--- src/rtl/msoc_bus_arbiter.sv ---
// Round-robin arbiter for the shared mSoC data bus: one-hot registered grant,
// per-grant hold limit with timeout pulse, and a turnaround gap between owners.
module msoc_bus_arbiter #(
  parameter int unsigned N_REQ    = 4,
  parameter int unsigned HOLD_MAX = 16,
  parameter int unsigned TURN_CYC = 1
) (
  input  logic                     clk,
  input  logic                     rstn,
  input  logic [N_REQ-1:0]         req,
  input  logic [N_REQ-1:0]         rel,
  output logic [N_REQ-1:0]         gnt,
  output logic [$clog2(N_REQ)-1:0] gnt_id,
  output logic                     bus_busy,
  output logic                     timeout,
  output logic [$clog2(N_REQ)-1:0] to_id
);

  localparam int unsigned IdW   = $clog2(N_REQ);
  localparam int unsigned HoldW = $clog2(HOLD_MAX + 1);

  localparam logic [N_REQ-1:0] OneHot0  = N_REQ'(1);
  localparam logic [IdW-1:0]   PtrRst   = IdW'(N_REQ - 1);
  localparam logic [HoldW-1:0] HoldLast = HoldW'(HOLD_MAX);
  localparam logic [2:0]       TurnLast = 3'(TURN_CYC);

  typedef enum logic [1:0] {StIdle, StOwn, StTurn} state_e;

  state_e           state_q, state_d;
  logic [N_REQ-1:0] gnt_q, gnt_d;
  logic [IdW-1:0]   gnt_id_q, gnt_id_d;
  logic [IdW-1:0]   ptr_q, ptr_d;
  logic [IdW-1:0]   to_id_q, to_id_d;
  logic [HoldW-1:0] hold_cnt_q, hold_cnt_d;
  logic [2:0]       turn_cnt_q, turn_cnt_d;
  logic             timeout_q, timeout_d;

  logic             sel_found;
  logic [IdW-1:0]   sel_idx;
  logic [IdW-1:0]   cand;
  logic             own_rel, own_req, hold_at_max;

  // Only the owner's rel/req bits are looked at; non-owner bits cannot disturb OWN.
  assign own_rel     = rel[gnt_id_q];
  assign own_req     = req[gnt_id_q];
  assign hold_at_max = (hold_cnt_q == HoldLast);

  // Rotating priority scan starting just after the last owner.
  always_comb begin
    sel_found = 1'b0;
    sel_idx   = '0;
    cand      = '0;
    for (int k = 1; k <= int'(N_REQ); k++) begin
      cand = IdW'((32'(ptr_q) + 32'(k)) % N_REQ);
      if (!sel_found && req[cand]) begin
        sel_found = 1'b1;
        sel_idx   = cand;
      end
    end
  end

  // Next-state and registered-output decode for the IDLE/OWN/TURN cycle.
  always_comb begin
    state_d    = state_q;
    gnt_d      = gnt_q;
    gnt_id_d   = gnt_id_q;
    ptr_d      = ptr_q;
    to_id_d    = to_id_q;
    hold_cnt_d = hold_cnt_q;
    turn_cnt_d = turn_cnt_q;
    timeout_d  = 1'b0;
    unique case (state_q)
      StIdle: begin
        if (sel_found) begin
          state_d    = StOwn;
          gnt_d      = OneHot0 << sel_idx;
          gnt_id_d   = sel_idx;
          ptr_d      = sel_idx;
          hold_cnt_d = HoldW'(1);
        end
      end
      StOwn: begin
        if (own_rel || !own_req || hold_at_max) begin
          state_d    = StTurn;
          gnt_d      = '0;
          turn_cnt_d = 3'd1;
          // A release in the limit cycle wins over the timeout.
          if (hold_at_max && !own_rel) begin
            timeout_d = 1'b1;
            to_id_d   = gnt_id_q;
          end
        end else begin
          hold_cnt_d = hold_cnt_q + HoldW'(1);
        end
      end
      StTurn: begin
        if (turn_cnt_q == TurnLast) begin
          state_d = StIdle;
        end else begin
          turn_cnt_d = turn_cnt_q + 3'd1;
        end
      end
      default: state_d = StIdle;
    endcase
  end

  // State register with synchronous active-low reset; reset drops gnt with no gap.
  always_ff @(posedge clk) begin
    if (!rstn) begin
      state_q    <= StIdle;
      gnt_q      <= '0;
      gnt_id_q   <= '0;
      ptr_q      <= PtrRst;
      to_id_q    <= '0;
      hold_cnt_q <= '0;
      turn_cnt_q <= '0;
      timeout_q  <= 1'b0;
    end else begin
      state_q    <= state_d;
      gnt_q      <= gnt_d;
      gnt_id_q   <= gnt_id_d;
      ptr_q      <= ptr_d;
      to_id_q    <= to_id_d;
      hold_cnt_q <= hold_cnt_d;
      turn_cnt_q <= turn_cnt_d;
      timeout_q  <= timeout_d;
    end
  end

  assign gnt      = gnt_q;
  assign gnt_id   = gnt_id_q;
  assign bus_busy = |gnt_q;
  assign timeout  = timeout_q;
  assign to_id    = to_id_q;

endmodule

--- config.mk ---
export PLATFORM = sky130hd
export DESIGN_NAME = msoc_bus_arbiter
export DESIGN_NICKNAME = d
export VERILOG_FILES = /design/src/rtl/msoc_bus_arbiter.sv
export SDC_FILE = /design/constraint.sdc
export NUM_CORES = 1
export LEC_CHECK = 0
export ABC_CLOCK_PERIOD_IN_PS = 2100
export CORE_MARGIN = 10
export CORE_UTILIZATION = 50
export DETAILED_ROUTE_END_ITERATION = 8
export PLACE_DENSITY_LB_ADDON = 0.12
export SLEW_MARGIN = 20
export SYNTH_ARGS = -nofsm -noshare
export SYNTH_HDL_FRONTEND = slang
export SYNTH_SLANG_ARGS = --single-unit
--- constraint.sdc ---
create_clock -name clk -period 2.1 [get_ports clk]
set_clock_uncertainty 0.1 [all_clocks]
set_input_delay 0.42 -clock clk [delete_from_list [all_inputs] [get_ports clk]]
set_output_delay 0.42 -clock clk [all_outputs]
set_load 0.005 [all_outputs]
==> results of run 1 <==
## logic make-up after synthesis
logic type,share of synthesized area (%)
adders and majority gates,4.566
muxes,6.050
AOI/OAI and AO/OA,19.86
DFF,38.36
buffers and inverters,4.110
and+or+nand+nor,26.26
xor gates and xnor gates,0.7992
## worst reg2reg max path, stage by stage, from the launching register on
cell	delay, ns
dfxtp_1	0.44
mux4_2	0.66
o32ai_2	0.41
a32o_1	0.18
## path summary, 6_finish.rpt
check,startpoint,to,slack [ns],cells after the start
max,rel[1],gnt[2]$_SDFFE_PN0P_,0.08,5
min,to_id[0]$_SDFFE_PN0P_,to_id[0]$_SDFFE_PN0P_,0.37,2
max reg2reg,gnt_id[1]$_SDFFE_PN0P_,gnt[2]$_SDFFE_PN0P_,0.26,3
min reg2reg,to_id[0]$_SDFFE_PN0P_,to_id[0]$_SDFFE_PN0P_,0.37,2
## per-layer routing
| layer | share of wire (%) | routed length [um] | vias up | GRT usage, % |
|---|---|---|---|---|
| met5 | 0 | 0 | - | 0 |
| li1 | - | - | 524 | - |
| met3 | 5.8 | 156 | 4 | 4.515 |
| met2 | 46 | 1242 | 21 | 20.73 |
| met1 | 46 | 1233 | 515 | 14.23 |
| met4 | 1.7 | 46 | 0 | 6.806 |
## flip-flops by register name (all words and copies together), names as in the netlist
name,cells
hold_cnt_q,5
gnt,4
turn_cnt_q,3
gnt_id,2
ptr_q,2
state_q,2
to_id,2
timeout,1
## power breakdown
| part | leakage [nW] | internal, mW | switching, mW |
|---|---|---|---|
| clock | 0.0177 | 0.0711 | 0.125 |
| sequential | 0.172 | 0.439 | 0.0456 |
| combinational | 0.363 | 0.166 | 0.153 |
## area by class of cell
class                      instances  share of cell area (%)
tap                               27                   2.360
clock buffer                       3                   1.573
clock inverter                     1                  0.3497
sequential                        21                   29.37
timing repair buffer              32                   20.02
inverter                           7                   1.836
multi-input combinational         92                   44.49
## what timing repair did
| action | CTS | global route |
|---|---|---|
| endpoints found under the hold margin | 0 | 0 |
| hold buffers | 0 | 0 |
| resized for setup | 1 | 1 |
| setup endpoints to repair | 1 | 2 |
| buffers inserted | 0 | 0 |
## per-stage QoR
stage                     worst slack [ns]  instances  instance area (um2)  util [%]
after global placement             -0.2226        179                 1399     69.18
after CTS                          0.08505        183                 1425     70.48
after floorplan                     0.3065        123                 1096         -
after detailed placement           -0.2486        179                 1399     69.18
final                              0.07937        183                 1431     70.79
after global routing               0.02301        183                 1431     70.79
## placed cells by master (no fill, tap or decap), types with 3 or more instances in the layout
cell type / count
inv_1: 7
nand2_1: 11
clkdlybuf4s50_1: 18
clkbuf_4: 3
or3_1: 3
a21oi_1: 8
o21ai_0: 7
a32o_1: 4
ha_1: 4
nor2_1: 6
or2b_1: 3
dfxtp_1: 21
buf_4: 13
nand4_1: 3
nand2b_1: 7
nand3_1: 6
==> metrics.cfg, run 1 <==
[run_status]
status = completed

[pwr]
finalPower_mw = 1.000
power_density_mw_per_mm2 = 698.9
vdd_drop_max_uv = 617.1
power.leakage_nw = 0.5521

[clock_tree]
numCtsBuffers = 3
clk_pin_slew_worst_paths_ns = 0.12
clkSinkCount = 21
clock_latency_ns = 0.31
h-tree-depth = 1
root_buffer = clkbuf_4
cts_tree = yes
clockBufferDepth = 2

[timing]
fin_crit_ns = 2.021
hold_ws_ns = 0.3730
drv_slew = 0
finalHoldViolCount = 0
fmax_ghz = 0.4949
slew_headroom_pct = 68.83
setup_viol = 0
timing.final.crit_share_pct = 96.22
rsz0062_at_grt = false
setup_tns_ns = 0
tightestPinTransition_ns = 0.4640

[worst_setup_path]
crit_path_end_kind = flop
cp_cell_sequence = clkdlybuf4s50_1, nand2b_1, mux4_2, o32ai_2, a32o_1
criticalPathCategory = input pin to flop
slowest_delay_ns = 0.59
cp-start-kind = input pin
crit_buf_inv = 1
slowest_stage = mux4_2
crit_arrival_ns = 2.17
critPathMaxFanout = 10
cp.required_ns = 2.25
path_delay_family = multiplexers

[synthesis]
yosysMostFrequentCell = dfxtp_1
synth_common_cells = dfxtp_1 (21), nand2_1 (11), a21oi_1 (8)
synthArstFlopShare_pct = 0
ys_ff_latch = 21
synth_top_flop_cell = dfxtp_1
synth_top_area_share_pct = 38.36
synth_top_area_cell = dfxtp_1
synth_warnings = 0
synth_nets = 137
yosysUniqueCellTypes = 39
synth_area_leaders = dfxtp_1 (38%), ha_1 (4.6%), mux4_2 (4.1%)
netlist_area_mm2 = 0.001096
syn-instance-count = 123
ys_seq_area_share_pct = 38.36
post_synth.cell_area_avg_um2 = 8.911
synth_edf_count = 0

[floorplan]
coreArea_mm2 = 0.002022
io_pins = 20
rows = 16
die_h_um = 66.82
start_util_pct = 54.21
fp.dieW_um = 66.82
fp.dieArea_mm2 = 0.004465

[job]
maxCapViolCount = 0

[min_path]
min_path_type = flop to flop

[finish]
layout.area.seq_um2 = 420.4
layout-drive-gt1-share_pct = 14.10
num-fill-cells = 161
area_growth_pct = 30.59
multi_input_area_um2 = 636.9
nets = 171
num_antenna_cells = 0

[detailed_routing]
drcViolationCount = 0
drt_iter0_markers = 50
drt-total-wl_um = 2679
firstDrtPassIters = 4
antenna_left = 0
wl_per_cell_um = 14.64
via_count = 1064
avgViaCountPerCell = 5.814

[placed_design]
port_buffers = 19
dp_hpwl_um = 2119
routabilityCongestion = 0.7668

[grt]
grt_max_degree = 13
grt_pass1_vias = 1036
grt_overflow = 0
grt_usage_pct = 12.78
grt_pass1_wl_um = 4512
antenna_found_initial = 0

(Power assumes the default switching activity.)
==> inputs of run 2 (changes only) <==
Settings changed: ABC_CLOCK_PERIOD_IN_PS 2100 to 2220, CTS_CLUSTER_SIZE from default to 10, GPL_TIMING_DRIVEN from default to 0.
Clock period 2.1 ns to 2.22 ns, I/O delays scaled along.
==> run 2 against run 1 <==
Against the previous run: first-iteration DRC count increased by 10%; critical path depth increased by 1; wire length increased by 1.7%; sequential power decreased by 6.0%; utilization decreased by 4.2 points; register-to-register slack improved by 0.12 ns; final cell count decreased by 6.0%; via count decreased by 3.1%; sequential share of layout area increased by 1.9 points; count of clock-buffer cells in the layout unchanged; total power decreased by 6.7%; clock power about the same; critical endpoint is now hold_cnt_q[3]$_SDFFE_PN0P_; largest cell class unchanged.
==> metrics.cfg, run 2 (synthesis gave the netlist of run 1 again) <==
[run_status]
status = completed  ; unchanged

[pwr]
finalPower_mw = 0.9337  ; was 1.000 mW
vdd_drop_max_uv = 470.7  ; was 617.1 uV
power.leakage_nw = 0.5040  ; was 0.5521 nW
power_density_mw_per_mm2 = 693.6  ; was 698.9 mW/mm2

[placed_design]
routabilityCongestion = 0.7938  ; was 0.7668
port_buffers = 18  ; was 19
dp_hpwl_um = 2015  ; was 2119 um

[detailed_routing]
drcViolationCount = 0  ; unchanged
met3_length_um = 199  ; was 156 um
drt-total-wl_um = 2724  ; was 2679 um
drt_iter0_markers = 55  ; was 50
antenna_left = 0  ; unchanged
dr_wl_met2_um = 1357  ; was 1242 um
top_layer = met4  ; unchanged
firstDrtPassIters = 4  ; unchanged
wl_met1_um = 1096  ; was 1233 um
avgViaCountPerCell = 5.994  ; was 5.814
via_count = 1031  ; was 1064
wl_per_cell_um = 15.84  ; was 14.64 um

[timing]
timing.final.crit_share_pct = 94.32
finalHoldViolCount = 0  ; unchanged
drv_slew = 0  ; unchanged
setup_viol = 0  ; unchanged
fmax_ghz = 0.4776
tightestPinTransition_ns = 0.4654  ; was 0.4640 ns
setup_tns_ns = 0  ; unchanged
slew_headroom_pct = 68.74  ; was 68.83%
rsz0062_at_grt = false  ; unchanged
fin_crit_ns = 2.094

[floorplan]
rows = 16  ; unchanged
coreArea_mm2 = 0.002022  ; unchanged
start_util_pct = 54.21  ; unchanged
fp.dieW_um = 66.82  ; unchanged
fp.dieArea_mm2 = 0.004465  ; unchanged
io_pins = 20  ; unchanged
die_h_um = 66.82  ; unchanged

[clock_tree]
h-tree-depth = 1  ; unchanged
clock_latency_ns = 0.32  ; was 0.31 ns
hold_buffers = 0  ; unchanged
numCtsBuffers = 3  ; unchanged
clkSinkCount = 21  ; unchanged
postCtsResizedCells = 0  ; was 1
root_buffer = clkbuf_4  ; unchanged
cts_tree = yes  ; unchanged
clockBufferDepth = 2  ; unchanged
clk_pin_slew_worst_paths_ns = 0.12  ; about the same
postCtsSetupBuffers = 0  ; unchanged

[worst_setup_path]
crit_path_end_kind = flop  ; unchanged
crit_arrival_ns = 2.26  ; was 2.17 ns
critPathMaxFanout = 10  ; unchanged
criticalPathCategory = input pin to flop  ; unchanged
cp.required_ns = 2.38  ; was 2.25 ns
regToRegSetupSlack_ns = 0.38  ; was 0.26 ns
cp-start-kind = input pin  ; unchanged

[finish]
layout_common_cells = dfxtp_1 (21), clkdlybuf4s50_1 (17), nand2_1 (11), a21oi_1 (8)  ; was dfxtp_1 (21), clkdlybuf4s50_1 (18), buf_4 (13), nand2_1 (11), a21oi_1 (8)
num-fill-cells = 181  ; was 161
layout-drive-gt1-share_pct = 6.897  ; was 14.10%
layout.area.seq_um2 = 420.4  ; unchanged
top_register = hold_cnt_q  ; unchanged
final_common_cell = dfxtp_1  ; unchanged
area_growth_pct = 22.83  ; was 30.59%
num_antenna_cells = 0  ; unchanged
largest_reg_flops = 5  ; unchanged
multi_input_area_um2 = 636.9  ; unchanged
nets = 160  ; was 171

[grt]
antenna_found_initial = 0  ; unchanged
grt_usage_pct = 13.53  ; was 12.78%
grt_overflow = 0  ; unchanged
grt_pass1_vias = 1025  ; was 1036
grt_max_degree = 13  ; unchanged
grt_pass1_wl_um = 4726  ; was 4512 um

[min_path]
min_path_type = flop to flop  ; unchanged

[job]
maxCapViolCount = 0  ; unchanged

## run 2: cell types whose count changed in the layout (fill, tap and decap cells not counted)
cell / previous run / this run
clkdlybuf4s50_1: 18 / 17
dlygate4sd2_1: 1 / 0
dlymetal6s2s_1: 0 / 1
buf_4: 13 / 0
clkbuf_1: 0 / 2
buf_6: 0 / 1
## run 2: path summary, 6_finish.rpt
check                         startpoint                         end  cells past startpoint
hold reg to reg    to_id[0]$_SDFFE_PN0P_       to_id[0]$_SDFFE_PN0P_                      2
hold / removal     to_id[0]$_SDFFE_PN0P_       to_id[0]$_SDFFE_PN0P_                      2
setup reg to reg  gnt_id[1]$_SDFFE_PN0P_  hold_cnt_q[3]$_SDFFE_PN0P_                      4
setup / recovery                  req[2]  hold_cnt_q[3]$_SDFFE_PN0P_                      6
## run 2: cell type report
| class | instances | share of cell area [%] |
|---|---|---|
| Buffer | 3 | 1.394 |
| Tap cell | 27 | 2.509 |
| Sequential cell | 21 | 31.23 |
| Timing Repair Buffer | 18 | 13.57 |
| Clock inverter | 1 | 0.3717 |
| Inverter | 7 | 1.952 |
| Clock buffer | 3 | 1.673 |
| Multi-Input combinational cell | 92 | 47.30 |
## run 2: per-stage QoR
step / util (%) / setup WS [ns] / hold slack, ns / std cells / cell area, um2
3_3_place_gp: 64.79 / -0.1791 / 0.3442 / 168 / 1310
6_report: 66.58 / 0.1260 / 0.3635 / 172 / 1346
5_1_grt: 66.58 / 0.02912 / 0.4123 / 172 / 1346
2_1_floorplan: - / 0.4025 / 0.3525 / 123 / 1096
4_1_cts: 66.15 / 0.01577 / 0.3743 / 172 / 1338
3_5_place_dp: 64.79 / -0.2069 / 0.3542 / 168 / 1310
## run 2: layer usage
metal	track usage [%]	vias to the layer above
met5	0	-
met2	23.22	34
li1	-	501
met4	7.330	0
met3	3.512	7
met1	14.72	489
## run 2: worst max-delay path, cell delays in order
cell             delay (ns)
clkdlybuf4s50_1        0.59
nand2b_1               0.07
mux4_2                 0.50
buf_6                  0.17
or3_1                  0.35
a21oi_1                0.13
## run 2: power by group
group	total (mW)	internal (mW)	switching, mW
combinational	0.285	0.142	0.143
clock	0.193	0.0675	0.126
sequential	0.456	0.415	0.0405
total	0.934	0.625	0.309
==> inputs of run 3 (changes only) <==
Settings changed: CORE_MARGIN 10 to 2.
==> run 3 against run 2 <==
Against the previous run: first-iteration DRC count shrank 40%; global-route usage grew 7.6 points; count of clock-buffer cells in the layout grew 1; utilization shrank 0.50 points; fmax shrank 4.3%; highest routed layer unchanged.
==> metrics.cfg, run 3 (synthesis gave the netlist of run 1 again) <==
[run_status]
status = completed  ; unchanged

[finish]
layout_common_cells = dfxtp_1 (21), clkdlybuf4s50_1 (18), nand2_1 (11), a21oi_1 (8)  ; was dfxtp_1 (21), clkdlybuf4s50_1 (17), nand2_1 (11), a21oi_1 (8)
num_antenna_cells = 0  ; unchanged
top_register = hold_cnt_q  ; unchanged
layout-drive-gt1-share_pct = 5.517  ; was 6.897%
fin_area_mm2 = 0.001336  ; was 0.001346 mm2
final_common_cell = dfxtp_1  ; unchanged
fin_util_pct = 66.09  ; was 66.58%
nets = 160  ; unchanged
num-fill-cells = 183  ; was 181
area_growth_pct = 21.92  ; was 22.83%
largest_reg_flops = 5  ; unchanged

[worst_setup_path]
slowest_delay_ns = 0.53  ; was 0.59 ns
cp_cell_sequence = or4_1, clkdlybuf4s50_1  ; was clkdlybuf4s50_1, nand2b_1, mux4_2, buf_6, or3_1, a21oi_1
criticalPathCategory = flop to output pin  ; was input pin to flop
critPathMaxFanout = 3  ; was 10
cp-start-kind = flop  ; was input pin
regToRegSetupSlack_ns = 0.41  ; was 0.38 ns
slowest_stage = or4_1  ; was clkdlybuf4s50_1
crit_arrival_ns = 1.64  ; was 2.26 ns
cp.required_ns = 1.68  ; was 2.38 ns
crit_path_end_kind = output pin  ; was flop

[placed_design]
post_dp_cell_area_mm2 = 0.001310  ; unchanged
dp_hpwl_um = 1802  ; was 2015 um
pre_cts_ws_ns = -0.2130  ; was -0.2069 ns
port_buffers = 18  ; unchanged
routabilityCongestion = 0.8283  ; was 0.7938

[timing]
timing.final.crit_share_pct = 98.54  ; was 94.32%
setup_viol = 0  ; unchanged
setup_slack_ns = 0.03233  ; was 0.1260 ns
slew_headroom_pct = 58.14  ; was 68.74%
tightestPinTransition_ns = 0.6221  ; was 0.4654 ns
fin_crit_ns = 2.188  ; was 2.094 ns
rsz0062_at_grt = false  ; unchanged
drv_slew = 0  ; unchanged
finalHoldViolCount = 0  ; unchanged
fmax_ghz = 0.4571  ; was 0.4776 GHz

[detailed_routing]
drcViolationCount = 0  ; unchanged
antenna_left = 0  ; unchanged
avgViaCountPerCell = 5.936  ; was 5.994
via_count = 1021  ; was 1031
firstDrtPassIters = 4  ; unchanged
drt-total-wl_um = 2418  ; was 2724 um
drt_iter0_markers = 33  ; was 55
wl_per_cell_um = 14.06  ; was 15.84 um

[pwr]
power.leakage_nw = 0.4870  ; was 0.5040 nW
finalPower_mw = 0.9300  ; was 0.9337 mW
power_density_mw_per_mm2 = 696.0  ; was 693.6 mW/mm2
vdd_drop_max_uv = 533.1  ; was 470.7 uV

[grt]
antenna_found_initial = 0  ; unchanged
grt_pass1_wl_um = 4084  ; was 4726 um
grt_overflow = 0  ; unchanged
grt_max_degree = 12  ; was 13
grt_pass1_vias = 943  ; was 1025
grt_usage_pct = 21.13  ; was 13.53%

[job]
maxCapViolCount = 0  ; unchanged

[floorplan]
io_pins = 20  ; unchanged
rows = 16  ; unchanged
start_util_pct = 54.21  ; unchanged
fp.dieW_um = 50.82  ; was 66.82 um
coreArea_mm2 = 0.002022  ; unchanged
die_h_um = 50.82  ; was 66.82 um
fp.dieArea_mm2 = 0.002583  ; was 0.004465 mm2

[clock_tree]
clk_pin_slew_worst_paths_ns = 0.12  ; about the same
clkSinkCount = 21  ; unchanged
hold_buffers = 0  ; unchanged
postCtsResizedCells = 0  ; unchanged
cts_tree = yes  ; unchanged
clockBufferDepth = 2  ; unchanged
clock_latency_ns = 0.31  ; was 0.32 ns
numCtsBuffers = 3  ; unchanged
postCtsSetupBuffers = 0  ; unchanged
root_buffer = clkbuf_4  ; unchanged
h-tree-depth = 1  ; unchanged

[min_path]
min_path_type = flop to flop  ; unchanged

## run 3: changes by cell type in the layout (fill, tap and decap cells not counted)
cell and change:
clkinv_2 -1, dlymetal6s2s_1 -1, nor4_1 +1, clkdlybuf4s50_1 +1
clkbuf_1 +1, nor4_2 -1
## run 3: routing by layer
metal  share of wire [%]  vias up  global-route usage (%)  wire, um
li1                    -      501                       -         -
met1                  45      490                   26.83      1100
met2                  49       25                   35.75      1183
met3                 3.6        5                   3.509        88
met4                 1.9        0                   8.559        46
met5                   0        -                       0         0
## run 3: critical path, delay by kind of cell, from the launching register on
| kind | cells | cell delay (ns) |
|---|---|---|
| DFF | 1 | 0.34 |
| and+or+nand+nor | 1 | 0.53 |
| buffers and inverters | 1 | 0.46 |
## run 3: cell type report
cell class | count | area (um2) | share of cell area, %
buffer | 3 | 18.77 | 1.404
clock buffer | 4 | 26.28 | 1.966
inverter | 7 | 26.28 | 1.966
multi-input combinational | 92 | 630.6 | 47.19
sequential | 21 | 420.4 | 31.46
tap | 27 | 33.78 | 2.528
timing repair buffer | 18 | 180.2 | 13.48
## run 3: stage by stage
step	TNS (ns)	hold WS, ns	instances
6_report	0	0.3637	172
5_1_grt	0	0.4044	172
4_1_cts	0	0.3699	172
3_5_place_dp	-2.113	0.3527	168
3_3_place_gp	-1.651	0.3444	168
2_1_floorplan	0	0.3525	123
## run 3: path summary, 6_finish.rpt
kind                           from                         end  cells past startpoint
max             gnt[3]$_SDFFE_PN0P_                    bus_busy                      2
min           to_id[0]$_SDFFE_PN0P_       to_id[0]$_SDFFE_PN0P_                      2
max reg2reg  gnt_id[1]$_SDFFE_PN0P_  hold_cnt_q[3]$_SDFFE_PN0P_                      4
min reg2reg   to_id[0]$_SDFFE_PN0P_       to_id[0]$_SDFFE_PN0P_                      2
## run 3: where the power goes
part / internal [mW] / switching, mW / leakage (nW)
clock network: 0.0704 / 0.124 / 0.0150
logic: 0.142 / 0.138 / 0.300
registers: 0.415 / 0.0407 / 0.172
==> RTL change 1: new RTL, config.mk and constraints of run 2 <==
The parameter `N_REQ` goes from 4 to 2.
--- a/src/rtl/msoc_bus_arbiter.sv
+++ b/src/rtl/msoc_bus_arbiter.sv
@@ -1,7 +1,7 @@
 // Round-robin arbiter for the shared mSoC data bus: one-hot registered grant,
 // per-grant hold limit with timeout pulse, and a turnaround gap between owners.
 module msoc_bus_arbiter #(
-  parameter int unsigned N_REQ    = 4,
+  parameter int unsigned N_REQ    = 2,
   parameter int unsigned HOLD_MAX = 16,
   parameter int unsigned TURN_CYC = 1
 ) (
Ports: changed (5 resized); port bits go from 20 to 12. The function was not compared with the original's and may differ.
==> RTL change 1 against run 2 <==
  * Sequential cell count decreased by 5
  * Sequential power decreased by 29%
  * Routed wire length decreased by 43%
  * Setup slack improved by 0.0015 ns
  * Non-clock buffer count decreased by 9
  * Synthesized area decreased by 27%
  * Design area decreased by 28%
  * Largest power group unchanged
  * Fmax about the same
  * Power decreased by 31%
  * Worst hold slack improved by 0.014 ns
==> RTL change 1: results <==
[grt]
grt_pass1_wl_mm = 2.80
first_global_vias = 623
grt_use_met3_pct = 3.81
grt_max_degree = 11
grtUsageMet2_pct = 13.5
grtUsageMet1_pct = 12.9
grt_usage_pct = 9.96

[worst_hold_path]
min_from = ptr_q$_SDFFE_PN1P_
hold_end = ptr_q$_SDFFE_PN1P_
holdPathStages = 1

[layout]
nFillCells = 134
drive_gt1_share_pct = 12.7
nNetsFinal = 113

[clocking]
cts_setup_buffers = 0
clock_latency_ns = 0.29
path_clk_slew_ns = 0.10

[placed_design]
preCtsSetupSlack_ns = -0.167
io_buffers = 11
hpwl_mm = 1.18
place_congestion = 0.745
place_area_um2 = 928

[yosys]
seq_area_frac_synth_pct = 40.1
ys.flop_type = dfxtp_1
synth_xor_area_share_pct = 0
synthAdderAreaFrac_pct = 6.27
synthTopCellsByArea = dfxtp_1 (40%), ha_1 (6.3%), a21oi_1 (5.6%)
synthMuxAreaShare_pct = 0
yosysUniqueCellTypes = 35
avgSynthCellArea_um2 = 9.18
synth_fp_nets = 97
synth_compound_area_share_pct = 22.6
synth_top_cells_by_count = dfxtp_1 (16), a21oi_1 (9), inv_1 (5), nand2_1 (5), nor2_1 (5)
yosysWarnings = 0

[timing]
tightest_slew_ns = 0.620
hold_ws_ns = 0.377
clock.fmax_ghz = 0.478

[run_status]
outcome = complete, no violations

[power]
p_switching_w = 0.000176
powerSeq_w = 0.000325
ir_worst_vdd_mv = 0.367
clkPwrFrac_pct = 30.6
p_total_w = 0.000644
power.leakage_nw = 0.363

[worst_setup_path]
slowest_delay_ns = 0.50
cp.arrival_ns = 2.18
cp_max_fo = 5
r2r_cells = 6
worst_r2r_startpoint = hold_cnt_q[0]$_SDFFE_PN0P_

[routing]
detail_route.iter0.violations = 26
routed_wl_mm = 1.56
avgViaCountPerCell = 5.58
## RTL change 1: cell count changes in the layout (fill, tap and decap cells not counted), sizes merged, moves of 4 or more
| cell | change |
|---|---|
| nand2 | -6 |
| o21ai | -5 |
| dfxtp | -5 |
| a32o | -4 |
| nand2b | -6 |
| clkdlybuf4s50 | -6 |
## RTL change 1: metal layers
metal | vias up | share of wire, %
li1 | 349 | -
met1 | 291 | 51
met2 | 17 | 40
met3 | 2 | 7.2
met4 | 0 | 1.1
met5 | - | 0
## RTL change 1: cell type report
class / instances / area, um^2 / share of cell area (%)
buffer: 1 / 3.75 / 0.389
multi-input combinational: 64 / 452 / 46.8
inverter: 6 / 22.5 / 2.33
timing repair buffer: 11 / 110 / 11.4
sequential: 16 / 320 / 33.2
clock buffer: 4 / 36.3 / 3.76
tap: 16 / 20.0 / 2.08
## RTL change 1: worst max-delay path: cells and delay by family
family	cells	cell delay (ns)
AO/OA/AOI/OAI	2	0.70
buffers and inverters	1	0.50
AND/OR/NAND/NOR	2	0.54
==> RTL change 2: new RTL, settings of run 2 <==
Without the edit above. Re-encode `state_e` (3 states) as one-hot, 3 bits wide.
--- a/src/rtl/msoc_bus_arbiter.sv
+++ b/src/rtl/msoc_bus_arbiter.sv
@@ -24,7 +24,7 @@
   localparam logic [HoldW-1:0] HoldLast = HoldW'(HOLD_MAX);
   localparam logic [2:0]       TurnLast = 3'(TURN_CYC);
 
-  typedef enum logic [1:0] {StIdle, StOwn, StTurn} state_e;
+  typedef enum logic [2:0] {StIdle = 3'b001, StOwn = 3'b010, StTurn = 3'b100} state_e;
 
   state_e           state_q, state_d;
   logic [N_REQ-1:0] gnt_q, gnt_d;
Behaviour: no difference found for any inputs over 10 cycles, from zero or initial values and one cycle with rstn low; not proved beyond that.
==> RTL change 2 against run 2 <==
  * Sequential cell count increased by 1
  * Sequential share of layout area fell by 0.74 points
  * Clock power rose by 15%
  * Count of clock-buffer cells in the layout increased by 1
  * Setup slack worse by 0.024 ns
  * Worst hold slack better by 0.015 ns
  * Routed wire length decreased by 6.3%
  * Design area up 7.6%
  * Core utilization decreased by 1.7 points
  * Synthesized area is 7.8% higher
  * Power rose by 6.6%
  * Critical endpoint unchanged
  * Largest power group unchanged
  * Highest routed layer unchanged
==> RTL change 2: results <==
[run_status]
outcome = complete, no violations

[yosys]
synthMuxAreaShare_pct = 9.11
synth_top_cells_by_count = dfxtp_1 (22), nand2_1 (11), inv_1 (9)
synthCells = 132
synth_xor_area_share_pct = 0.742
synth_compound_area_share_pct = 17.7
synth_fp_nets = 146
yosysUniqueCellTypes = 43
seq_area_frac_synth_pct = 37.3

[grt]
grt_pass1_wl_mm = 4.50
first_global_vias = 1060
grt_usage_pct = 12.0

[worst_setup_path]
worst_r2r_startpoint = gnt_id[0]$_SDFFE_PN0P_
r2r_cells = 3
r2r_setup_slack_ns = 0.28
critPathTopFamily = simple AND/OR/NAND/NOR gates
cp_max_fo = 6
startpoint = req[1]
slowest_delay_ns = 0.56

[power]
p_comb_w = 0.000290
intPower_w = 0.000686
combPwrFrac_pct = 29.1
ir_worst_vdd_mv = 0.516
p_total_w = 0.000996

[clocking]
clk_path_buf_depth = 2

[routing]
detail_route.iter0.violations = 41
avgViaCountPerCell = 5.79
post_drt_wl_per_cell_um = 14.0
routed_wl_mm = 2.55

[placed_design]
place_congestion = 0.814
preCtsSetupSlack_ns = -0.270
place_area_um2 = 1410
io_buffers = 19
hpwl_mm = 2.07
placed_cells = 179

[timing]
fin_ws_ns = 0.102
tightest_slew_ns = 0.429

[layout]
nNetsFinal = 170
drive_gt1_share_pct = 6.45
==> RTL change 2: final cells by class <==
class                   count  area (um^2)  area share (%)
repair buffers             19          195            13.5
well taps                  28         35.0            2.42
clock buffers               4         36.3            2.50
inverters                   9         33.8            2.33
plain buffers               2         7.51           0.518
flip-flops and latches     22          442            30.5
multi-input cells          99          699            48.3
==> RTL change 2: what timing repair did <==
item                                    CTS  global route
hold buffers                              0             0
endpoints found under the setup margin    0             2
gates resized for setup                   0             3
==> RTL change 2: per-layer routing <==
layer / vias to the layer above / GRT usage (%) / part of all wire [%] / wire (um)
met5: - / 0 / 0 / 0
met4: 0 / 5.78 / 1.7 / 44
met3: 4 / 2.74 / 3.4 / 88
met2: 15 / 21.9 / 51 / 1300
met1: 505 / 12.8 / 44 / 1120
li1: 536 / - / - / -
==> RTL change 2: how the worst min path moves through the flow <==
| stage | start | end | slack (ns) |
|---|---|---|---|
| 3_5_place_dp | gnt[2]$_SDFFE_PN0P_ | gnt[2]$_SDFFE_PN0P_ | 0.37 |
| 4_1_cts | gnt[2]$_SDFFE_PN0P_ | gnt[2]$_SDFFE_PN0P_ | 0.39 |
| 2_1_floorplan | hold_cnt_q[4]$_SDFFE_PN0P_ | hold_cnt_q[4]$_SDFFE_PN0P_ | 0.35 |
| 5_1_grt | gnt[3]$_SDFFE_PN0P_ | gnt[3]$_SDFFE_PN0P_ | 0.41 |
| 6_report | gnt[3]$_SDFFE_PN0P_ | gnt[3]$_SDFFE_PN0P_ | 0.38 |
| 3_3_place_gp | gnt[2]$_SDFFE_PN0P_ | gnt[2]$_SDFFE_PN0P_ | 0.37 |
